`config.mk`:
```
export PLATFORM = sky130hd
export DESIGN_NAME = button_debounce
export DESIGN_NICKNAME = d
export VERILOG_FILES = /design/src/rtl/button_pkg.sv /design/src/rtl/btn_sync.sv /design/src/rtl/button_debounce.sv
export SDC_FILE = /design/constraint.sdc
export NUM_CORES = 1
export LEC_CHECK = 0
export CAP_MARGIN = 10
export CORE_ASPECT_RATIO = 0.75
export CORE_MARGIN = 2
export CORE_UTILIZATION = 48
export CTS_CLUSTER_DIAMETER = 80
export DETAILED_ROUTE_END_ITERATION = 16
export PLACE_DENSITY = 0.71
export SLEW_MARGIN = 20
export SYNTH_ARGS = -nofsm -noshare
export SYNTH_HDL_FRONTEND = slang
export SYNTH_SLANG_ARGS = --single-unit
```
`constraint.sdc`:
```
create_clock -name CLK -period 1.52 [get_ports CLK]
set_clock_uncertainty 0.1 [all_clocks]
set_input_delay 0.456 -clock CLK [delete_from_list [all_inputs] [get_ports CLK]]
set_output_delay 0.456 -clock CLK [all_outputs]
set_load 0.01 [all_outputs]
```
`src/rtl/button_pkg.sv`:
```
// Shared types and constants for the push-button conditioning blocks.
package button_pkg;

    localparam int COUNT_W = 8;

    typedef enum logic [1:0] {
        IDLE         = 2'd0,
        WAIT_PRESS   = 2'd1,
        HELD         = 2'd2,
        WAIT_RELEASE = 2'd3
    } btn_state_t;

endpackage

```
`src/rtl/btn_sync.sv`:
```
// Two-flop synchroniser for asynchronous board inputs, W lines wide.
module btn_sync #(
    parameter int W = 1
) (
    input  logic         clk,
    input  logic         rst_n,
    input  logic [W-1:0] d,
    output logic [W-1:0] q
);

    logic [W-1:0] meta;

    // First flop may go metastable; only the second is used downstream.
    always_ff @(posedge clk or negedge rst_n) begin
        if (!rst_n) begin
            meta <= '0;
            q    <= '0;
        end else begin
            meta <= d;
            q    <= meta;
        end
    end

endmodule

```
`src/rtl/button_debounce.sv`:
```
// Debounces one raw button: clean level, press/release/long-press strobes
// and a wrapping press counter. All outputs are registered.
module button_debounce
    import button_pkg::*;
#(
    parameter int DEBOUNCE_CYCLES = 4,
    parameter int LONG_CYCLES     = 20
) (
    input  logic               CLK,
    input  logic               RSTN,
    input  logic               SW,
    output logic               PRESSED,
    output logic               PRESS_PULSE,
    output logic               RELEASE_PULSE,
    output logic               LONG_PULSE,
    output logic [COUNT_W-1:0] COUNT
);

    localparam int CW = $clog2(DEBOUNCE_CYCLES) + 1;
    localparam int HW = $clog2(LONG_CYCLES) + 1;

    localparam logic [CW-1:0] DB_LAST   = CW'(DEBOUNCE_CYCLES - 1);
    localparam logic [HW-1:0] HOLD_MAX  = HW'(LONG_CYCLES);
    localparam logic [HW-1:0] HOLD_LAST = HW'(LONG_CYCLES - 1);

    logic       sync;
    btn_state_t state;
    logic [CW-1:0] cnt;
    logic [HW-1:0] hcnt;

    btn_sync #(.W(1)) u_sync (
        .clk   (CLK),
        .rst_n (RSTN),
        .d     (SW),
        .q     (sync)
    );

    // Debounce FSM; the hold counter only advances while settled in HELD,
    // so bounces during a long press pause rather than restart it.
    always_ff @(posedge CLK or negedge RSTN) begin
        if (!RSTN) begin
            state         <= IDLE;
            cnt           <= '0;
            hcnt          <= '0;
            PRESSED       <= 1'b0;
            PRESS_PULSE   <= 1'b0;
            RELEASE_PULSE <= 1'b0;
            LONG_PULSE    <= 1'b0;
            COUNT         <= '0;
        end else begin
            PRESS_PULSE   <= 1'b0;
            RELEASE_PULSE <= 1'b0;
            LONG_PULSE    <= 1'b0;
            case (state)
                IDLE: begin
                    if (sync) begin
                        state <= WAIT_PRESS;
                        cnt   <= CW'(1);
                    end
                end
                WAIT_PRESS: begin
                    if (!sync) begin
                        state <= IDLE;
                    end else if (cnt == DB_LAST) begin
                        state       <= HELD;
                        PRESSED     <= 1'b1;
                        PRESS_PULSE <= 1'b1;
                        COUNT       <= COUNT + 1'b1;
                        hcnt        <= '0;
                    end else begin
                        cnt <= cnt + 1'b1;
                    end
                end
                HELD: begin
                    if (!sync) begin
                        state <= WAIT_RELEASE;
                        cnt   <= CW'(1);
                    end else if (hcnt != HOLD_MAX) begin
                        hcnt <= hcnt + 1'b1;
                        if (hcnt == HOLD_LAST) LONG_PULSE <= 1'b1;
                    end
                end
                WAIT_RELEASE: begin
                    if (sync) begin
                        state <= HELD;
                        cnt   <= '0;
                    end else if (cnt == DB_LAST) begin
                        state         <= IDLE;
                        PRESSED       <= 1'b0;
                        RELEASE_PULSE <= 1'b1;
                    end else begin
                        cnt <= cnt + 1'b1;
                    end
                end
                default: state <= IDLE;
            endcase
        end
    end

endmodule

```
==> metrics.md <==
| Metric | Value |
|---|---|
| Critical path fanouts, max | 8 |
| WP data required | 1.64 ns |
| RSZ-0062 raised after global routing | true |
| Max FFs per register | 8 |
| Leading cell type in the layout, fill and taps excluded | dfrtp_1 |
| Crit end category | flip-flop |
| Reg with most FFs | COUNT |
| CTS tree | done |
| Yosys cell types | 37 |
| Post-route ant nets | 0 |
| Post-DP HPWL | 1802 um |
| Finished Cell Area | 1615 um2 |
| Clk pin slew, worst setup/hold paths | 0.13 ns |
| Slew margin rel. | 0.7862 |
| Fin. max-slew vios | 0 |
| Outcome | finished, violations left |
| CP peak stage delay | 0.39 ns |
| First-pass GRT wire length | 3981 um |
| CTS buffer count | 3 |
| DR vias/cell | 5.163 |
| Most frequent cells in the layout | dfrtp_1, buf_4, nand2_1 |
| Area after DPL | 1519 um2 |
| Simple-gate share of the synthesized area | 0.2075 |
| GRT Util Overall | 0.1963 |
| Hold path cells | 0 |
| Final WS setup | -0.004786 ns |
| R2r endpoint | hcnt[1] |
| Crit path max-delay family | simple AND/OR/NAND/NOR gates |
| Post-Synth XOR/XNOR Area | 0.05809 |
| R2R cell count | 6 |
| Final GP Congestion | 0.8357 |
| Filler cells | 173 |
| Cell Count, Final, Fillers Out | 184 |
| F_max | 655.8 MHz |
| Average wire per standard cell | 13.98 um |
| Iter 0 DRT Violations | 53 |
| Die area | 2934 um2 |
| Clock power share | 0.138 |
| Syn avg cell area | 10.87 um2 |
| Die Y | 47.41 um |
| Clock Sinks | 25 |
| Crit path cell chain | ha_2 -> and4bb_4 -> nand2_8 -> clkinv_8 -> nor2_4 -> mux2_4 |
| Clock Latency Late Sink | 0.32 ns |
| Worst hold path startpoint | u_sync.meta |
| Storage cell area | 626.9 um2 |
| Post-Synth Adder-Cell Area | 0.04149 |
| Starting Density | 0.5141 |
| GRT overflow | 0 |
| Pwr dens | 1358 nW/um2 |
| H-Tree Depth | 1 |
| Core area | 2346 um2 |
| Detailed Route WL | 2573 um |
| Final hold violations | 0 |
| Inst Count DP | 174 |
| Number of diodes | 0 |
| Area of the multi-input gates | 611.8 um2 |
| CP Class | flip-flop to flip-flop |
| Syn nets | 118 |
| Yosys warning count | 0 |
| Flop2flop setup slack | -0.005 ns |
| Vias in the first global route | 883 |
| CP max stage cell | dfrtp_1 |
| Crit share post-route | 1.003 |
| Static leakage | 0.7917 nW |
| Final Core Density | 0.6885 |
| PortBufs | 14 |
| Mapped Cells | 111 |
| Layout cells sized above 1 | 0.3867 |
| Setup WS pre-CTS | 0.0004643 ns |
| Kind of launch point of the worst setup path | flip-flop |
| P_sw | 803.3 uW |
| Total iterations of the first detailed-routing run | 4 |
| Main combinational cell family by area after synthesis | simple AND/OR/NAND/NOR gates |
| Die W | 61.88 um |
| Max IR drop VDD | 0.7305 mV |
| Critical path buffer and inverter count | 1 |
| Site row count | 15 |
| Sequential area share after synthesis | 0.5187 |
| Pin slew with the least headroom to its limit | 0.3208 ns |
| Synth Cell Area | 1206 um2 |
| CTS max path bufs | 2 |
| Vias post-DR | 950 |
| Sequential power share | 0.421 |
| Root Driver | clkbuf_4 |
| Initial antenna violation count | 0 |
| Hold Buf Count CTS | 0 |
| Post-synthesis mux area share | 0.01763 |
| I/O Pins | 15 |
| Yosys reg bits | 25 |
| Maxcap violations | 0 |
| Failing checks | negative setup slack |
| Synth Area in Compound Gates | 0.1224 |
| Hold crit path type | flip-flop to flip-flop |
| Hold Path End | u_sync.q |
| Regs by FF count | COUNT: 8 flops, hcnt: 6 flops, cnt: 3 flops |
| Switching Share | 0.3662 |
| P&R area growth vs syn | 33.92% |
| Nets | 158 |
| Final setup viols | 1 |
| Post-route DRC | 0 |
| Arr. time, crit path | 1.65 ns |
| Internal cell power | 1.390 mW |
| Min Tclk post-route | 1.525 ns |
| Largest net degree at the start of global routing | 26 |
| Comb power frac | 0.441 |
| Reg2Reg Launch Point | cnt[0] |
==> synth_stat cells, drive strengths merged <==
cell type	n	area share
a211oi	1	0.0062
and2	2	0.010
inv	5	0.018
o32ai	1	0.0073
nor2b	2	0.012
and3	1	0.0052
o221ai	1	0.0073
a22o	2	0.015
nor3b	3	0.023
and4bb	1	0.013
nand2b	2	0.010
mux2	1	0.0093
nor2	5	0.016
o21ai	3	0.012
ha	4	0.041
nand3	6	0.025
xor2	3	0.022
xnor2	5	0.036
nand2	13	0.047
nand4	2	0.010
buf	3	0.017
o41ai	1	0.0073
dfrtp	25	0.52
a32o	1	0.0083
nor3	3	0.021
o311ai	1	0.0073
mux2i	1	0.0083
a21oi	9	0.037
and4	2	0.015
a31o	1	0.0073
o31a	1	0.0073
==> metrics by stage <==
step            TNS [ns]  power [mW]  hold slack [ns]
2_1_floorplan  -0.001546       1.450          0.06041
3_3_place_gp           0       1.793           0.2331
3_5_place_dp           0       1.841           0.2347
4_1_cts         -0.02325       2.160           0.2649
5_1_grt          -0.2457       2.359           0.2894
6_report       -0.004786       2.194           0.2634
==> final cells by class <==
type,count,area share
clock buffer,4,0.01627
sequential,25,0.3881
tap,34,0.02634
timing repair buffer,38,0.1712
inverter,5,0.01936
multi-input combinational,78,0.3788
==> logic make-up (layout without fill, tap and decap cells) <==
family | count (synthesis) | after routing
buffers and inverters | 8 | 47
XOR/XNOR | 8 | 8
flip-flops | 25 | 25
multiplexers | 2 | 2
AND/OR/NAND/NOR | 42 | 42
AO/OA/AOI/OAI | 22 | 22
adder cells (fa/ha/maj) | 4 | 4
==> repair_timing <==
item,CTS,global route
gates cloned,0,0
gates resized for setup,36,23
endpoints found under the setup margin,13,20
pin swaps,1,6
buffers inserted,5,1
==> power by group through the flow <==
stage | sequential, mW | clock [mW] | combinational (mW)
6_report | 0.924 | 0.302 | 0.968
5_1_grt | 0.941 | 0.343 | 1.07
4_1_cts | 0.920 | 0.310 | 0.930
3_5_place_dp | 0.937 | 0 | 0.905
3_3_place_gp | 0.919 | 0 | 0.874
2_1_floorplan | 0.939 | 0 | 0.512
==> routing by layer <==
layer  part of all wire  up-vias  global-route usage
li1                   -      473                   -
met1               0.48      460              0.2691
met2               0.48       15              0.3116
met3              0.037        2             0.05676
met4             0.0047        0             0.05106
met5                  0        -                   0
==> how the worst max path moves through the flow <==
stage	slack [ns]	endpoint	from	depth (start not counted)
2_1_floorplan	-0.002	hcnt[1]	cnt[0]	6
3_3_place_gp	0.07	hcnt[1]	cnt[1]	6
3_5_place_dp	0.0005	hcnt[1]	cnt[0]	6
4_1_cts	-0.01	hcnt[1]	cnt[0]	6
5_1_grt	-0.05	hcnt[1]	hcnt[1]	5
6_report	-0.005	hcnt[1]	cnt[0]	6
(Power assumes the default switching activity.)
